### src/rtl/forward_scoreboard_pkg.sv
// Shared CPU defines for the EXE-stage forwarding scoreboard: entry layout,
// the register-file select code and ready-stage normalisation.
package forward_scoreboard_pkg;

    // Wide enough for pipelines of up to 15 tracked post-EXE stages.
    localparam int FWD_RDY_W  = 4;
    localparam int FWD_SEL_RF = 0;

    typedef struct packed {
        logic                 valid;
        logic [4:0]           dst;
        logic [FWD_RDY_W-1:0] rdy_stg;
    } fwd_entry_t;

    // A ready stage of 0 or beyond the last tracked stage means "last stage".
    function automatic logic [FWD_RDY_W-1:0] norm_rdy_stg(input int rdy, input int stages);
        if (rdy == 0 || rdy > stages) begin
            return FWD_RDY_W'(stages);
        end
        return FWD_RDY_W'(rdy);
    endfunction

endpackage

### src/rtl/forward_scoreboard_match.sv
// Resolves one EXE source against the in-flight producers: the youngest
// matching stage decides between a forward select and a hazard.
module fwd_match
    import forward_scoreboard_pkg::*;
#(
    parameter int STAGES = 2,
    parameter int SEL_W  = $clog2(STAGES + 1)
) (
    input  fwd_entry_t [STAGES-1:0] entries,
    input  logic [4:0]              src_addr,
    input  logic                    src_used,
    output logic [SEL_W-1:0]        sel,
    output logic                    hazard
);

    logic found;

    always_comb begin
        sel    = SEL_W'(FWD_SEL_RF);
        hazard = 1'b0;
        found  = 1'b0;
        // $0 is never a real dependency, so it short-circuits the whole search.
        if (src_used && src_addr != 5'd0) begin
            for (int k = 1; k <= STAGES; k++) begin
                if (!found && entries[k-1].valid && entries[k-1].dst == src_addr) begin
                    found = 1'b1;
                    if (k >= int'(entries[k-1].rdy_stg)) begin
                        sel = SEL_W'(k);
                    end else begin
                        hazard = 1'b1;
                    end
                end
            end
        end
    end

endmodule

### src/rtl/forward_scoreboard.sv
// Tracks GPR producers in the post-EXE stages and picks forward sources for
// the EXE operands. Entries move one stage on each clk edge with pipe_adv=1.
module forward_scoreboard
    import forward_scoreboard_pkg::*;
#(
    parameter int NUM_SRC = 2,
    parameter int STAGES  = 2,
    parameter int SEL_W   = $clog2(STAGES + 1)
) (
    input  logic                          clk,
    input  logic                          resetn,
    input  logic                          pipe_adv,
    input  logic                          iss_valid,
    input  logic                          iss_rfwr,
    input  logic [4:0]                    iss_dst,
    input  logic [SEL_W-1:0]              iss_rdy_stg,
    input  logic [STAGES-1:0]             flush_mask,
    input  logic [NUM_SRC-1:0][4:0]       src_addr,
    input  logic [NUM_SRC-1:0]            src_used,
    output logic [NUM_SRC-1:0][SEL_W-1:0] fwd_sel,
    output logic                          stall,
    output logic [31:0]                   stall_cnt
);

    fwd_entry_t [STAGES-1:0] ent;
    fwd_entry_t [STAGES-1:0] ent_nxt;
    logic [NUM_SRC-1:0]      hazard;

    always_comb begin
        ent_nxt = ent;
        if (pipe_adv) begin
            ent_nxt[0].valid   = iss_valid & iss_rfwr;
            ent_nxt[0].dst     = iss_dst;
            ent_nxt[0].rdy_stg = norm_rdy_stg(int'(iss_rdy_stg), STAGES);
            for (int k = 1; k < STAGES; k++) begin
                ent_nxt[k] = ent[k-1];
            end
        end
        // Flush is applied to the post-shift view, so it also kills a fresh load.
        for (int k = 0; k < STAGES; k++) begin
            if (flush_mask[k]) begin
                ent_nxt[k].valid = 1'b0;
            end
        end
    end

    always_ff @(posedge clk or negedge resetn) begin
        if (!resetn) begin
            ent <= '0;
        end else begin
            ent <= ent_nxt;
        end
    end

    for (genvar i = 0; i < NUM_SRC; i++) begin : g_src
        fwd_match #(
            .STAGES (STAGES),
            .SEL_W  (SEL_W)
        ) u_match (
            .entries  (ent),
            .src_addr (src_addr[i]),
            .src_used (src_used[i]),
            .sel      (fwd_sel[i]),
            .hazard   (hazard[i])
        );
    end

    assign stall = |hazard;

    always_ff @(posedge clk or negedge resetn) begin
        if (!resetn) begin
            stall_cnt <= 32'd0;
        end else if (stall && stall_cnt != 32'hFFFF_FFFF) begin
            stall_cnt <= stall_cnt + 32'd1;
        end
    end

endmodule

### config.mk
export PLATFORM = sky130hd
export DESIGN_NAME = forward_scoreboard
export DESIGN_NICKNAME = d
export VERILOG_FILES = /design/src/rtl/forward_scoreboard_pkg.sv /design/src/rtl/forward_scoreboard_match.sv /design/src/rtl/forward_scoreboard.sv
export SDC_FILE = /design/constraint.sdc
export NUM_CORES = 1
export LEC_CHECK = 0
export ABC_AREA = 0
export CAP_MARGIN = 20
export CORE_ASPECT_RATIO = 2
export CORE_MARGIN = 2
export CORE_UTILIZATION = 40
export CTS_BUF_LIST = sky130_fd_sc_hd__clkbuf_2
export CTS_CLUSTER_DIAMETER = 50
export DETAILED_ROUTE_END_ITERATION = 8
export GPL_ROUTABILITY_DRIVEN = 0
export PLACE_DENSITY = 0.67
export SYNTH_ARGS = -nofsm -noshare
export SYNTH_HDL_FRONTEND = slang
export SYNTH_HIERARCHICAL = 1
export SYNTH_SLANG_ARGS = --single-unit
### constraint.sdc
create_clock -name clk -period 3.04 [get_ports clk]
set_input_delay 0.456 -clock clk [delete_from_list [all_inputs] [get_ports clk]]
set_output_delay 0.456 -clock clk [all_outputs]
set_load 0.005 [all_outputs]
==> out/results.ini <==
[worst_setup_path]
cp.arrival_ps = 2460
path_class = primary input to output port
crit_buf_inv = 2
cp-start-kind = primary input
crit_path_end_kind = output port
max_stage_delay_ps = 570
cp_top_family = simple AND/OR/NAND/NOR gates
cp_cell_sequence = clkdlybuf4s50_1 > or4_4 > o21ai_4 > nor2b_1 > o2bb2ai_1 > or2_2 > dlygate4sd2_1
cpMaxStageDelayCell = or4_4
r2r_slack_ps = 470
path_max_fanout = 3
critPathRequiredTime_ps = 2580

[floorplan]
initial_utilization_pct = 40.8
rows = 41
ioPinCount = 63
dieHeight_um = 117
die_x_um = 60.5
dieArea_sq_um = 7080
core_area_sq_um = 6260

[power]
p_per_area_nw_per_um2 = 321
ir_drop_mv = 0.199
power_leakage_nw = 1.55

[sta]
fin_worst_skew_ps = 23.9
grt_setup_unrepaired = false
slew_violations = 0
post-route-period-util_pct = 95.8
worst_pin_slew_ps = 787
setup_viol = 0
timing.final.ws_setup_ps = 127
finalHoldViolations = 0
slew_headroom_pct = 47.4
fin_crit_ps = 2910
clock.fmax_ghz = 0.343
whs_ps = 376

[yosys]
yosys_warnings = 6
synth_top_area_share_pct = 47.0
synth_cell_types = 47
syn_inst = 234
synth.avg_cell_area_sq_um = 10.9
synthFlopType = dfrtp_1
netlist_top_cells_area = dfrtp_1 47%, xnor2_1 8.9%, xor2_1 7.9%
synth_top_area_cell = dfrtp_1
synth_common_cells = 48 x dfrtp_1, 26 x xnor2_1, 23 x xor2_1
syn-cell-area_sq_um = 2550
seq_area_frac_synth_pct = 47.0
async_reset_ff_share_pct = 100
synth_most_common_cell = dfrtp_1
ys_ff_latch = 48
synth-edff-count = 0

[cts]
cts_sinks = 48
clk_path_buf_depth = 2
numCtsBuffers = 5
root_buffer = clkbuf_2
clkTransAtPathRegs_ps = 230
h-tree-depth = 2
cts_tree = yes
clock_latency_ps = 410

[grt]
antenna_found_initial = 0
grt_remaining_overflow = 0
grt_usage_pct = 18.7
grt_start_max_net_pins = 49
grt_pass1_vias = 2130
grt_pass1_wl_mm = 9.85

[cells_and_area]
n_antenna_cell = 0
final_net_count = 356
drive_gt1_share_pct = 16.7
syn_to_final_growth_pct = 38.0

[drt]
drt-initial-drc-count = 53
viasPerCell = 5.06
routed_wl_mm = 6.23
antenna_left = 0
wl_per_cell_um = 15.0
drt_drc_violations_left = 0
vias = 2106
drt-pass1-iter-count = 4

[place]
hpwlAfterDp_mm = 4.85
io_buffers = 62
dp_slack_ps = -51.3

[run]
max-cap-violations = 0

[min_path]
hp-class = primary input to asynchronous set/reset pin

[run_status]
status = finished clean

## state kept, by name, summed over array words and instances (netlist names)
name / count
ent: 16
stall_cnt: 32
## final cells by class
| type | count | area, sq um |
|---|---|---|
| fillers | 597 | 2740 |
| inverters | 3 | 11.3 |
| flip-flops and latches | 48 | 1200 |
| multi-input cells | 186 | 1360 |
| clock inverters | 1 | 3.75 |
| repair buffers | 85 | 805 |
| clock buffers | 7 | 35.0 |
| well taps | 86 | 108 |
## cells in the final DEF (no fill, tap or decap), drive strengths merged, types with 2 or more instances in the layout
cell	instances
a211oi	2
a21oi	3
and2	4
and3	5
and4	7
buf	23
clkbuf	7
clkdlybuf4s50	59
conb	8
dfrtp	48
inv	3
mux2	12
nand2	16
nand3	12
nand4	11
nor2	11
nor2b	2
nor3	9
nor4	6
o2111ai	3
o211ai	2
o21ai	4
o2bb2ai	2
or2	3
or3	3
or4	2
xnor2	26
xor2	23
## stage by stage
step                TNS [ps]  cells  util [%]  instance area, sq um  total power, mW
finish                     0    416      56.3                  3520             1.13
global route               0    416      56.3                  3520             1.19
CTS                        0    413      55.7                  3480             1.14
detailed placement     -89.3    405      54.8                  3430            0.885
global placement        -101    405      54.8                  3430            0.881
floorplan                  0    241         -                  2580            0.784
## layer usage
metal  GRT usage (%)  routed length, um  vias to the layer above
met2            36.0               3570                       56
met5               0                  0                        -
met1            18.6               2230                     1019
met4            8.41                187                        0
li1                -                  -                     1020
met3            3.08                249                       11
## logic make-up after synthesis
group,count (synthesis),synth area share (%)
compound gates,22,7.15
xor+xnor,49,16.8
fa+ha+maj,1,0.490
buf+inv,7,1.32
flops,48,47.0
mux,13,5.68
other cells,1,0.147
simple gates,93,21.4
## power by group
group	switching, mW	total, mW	internal, mW
combinational	0.0723	0.179	0.107
clock	0.191	0.253	0.0616
sequential	0.0330	0.699	0.666
total	0.296	1.13	0.835
## final timing paths
kind	endpoint	startpoint	depth (start not counted)
hold / removal	stall_cnt[26]	resetn	2
max in group asynchronous	stall_cnt[2]	resetn	3
hold reg to reg	stall_cnt[27]	stall_cnt[27]	1
setup / recovery	stall	src_addr[7]	7
setup reg to reg	stall_cnt[22]	ent[17]	11
min in group clk	stall_cnt[27]	stall_cnt[27]	1
## worst reg2reg max path: stages (launching register included)
cell and delay, ps:
dfrtp_1 460, xor2_1 160, nor4_1 280, buf_4 160, o211ai_1 90, o2bb2ai_1 190
buf_4 130, o2111ai_1 170, nor3_2 260, o21ai_2 120, or3_1 350, xnor2_1 140
## repair_timing
| action | in CTS | in global routing |
|---|---|---|
| buffers inserted | 0 | 1 |
| hold buffers | 0 | 1 |
| gates resized for setup | 4 | 1 |
| pin swaps | 1 | 1 |
| endpoints found under the setup margin | 1 | 1 |
| endpoints found under the hold margin | 0 | 6 |
Power figures use the tool's default switching activity.
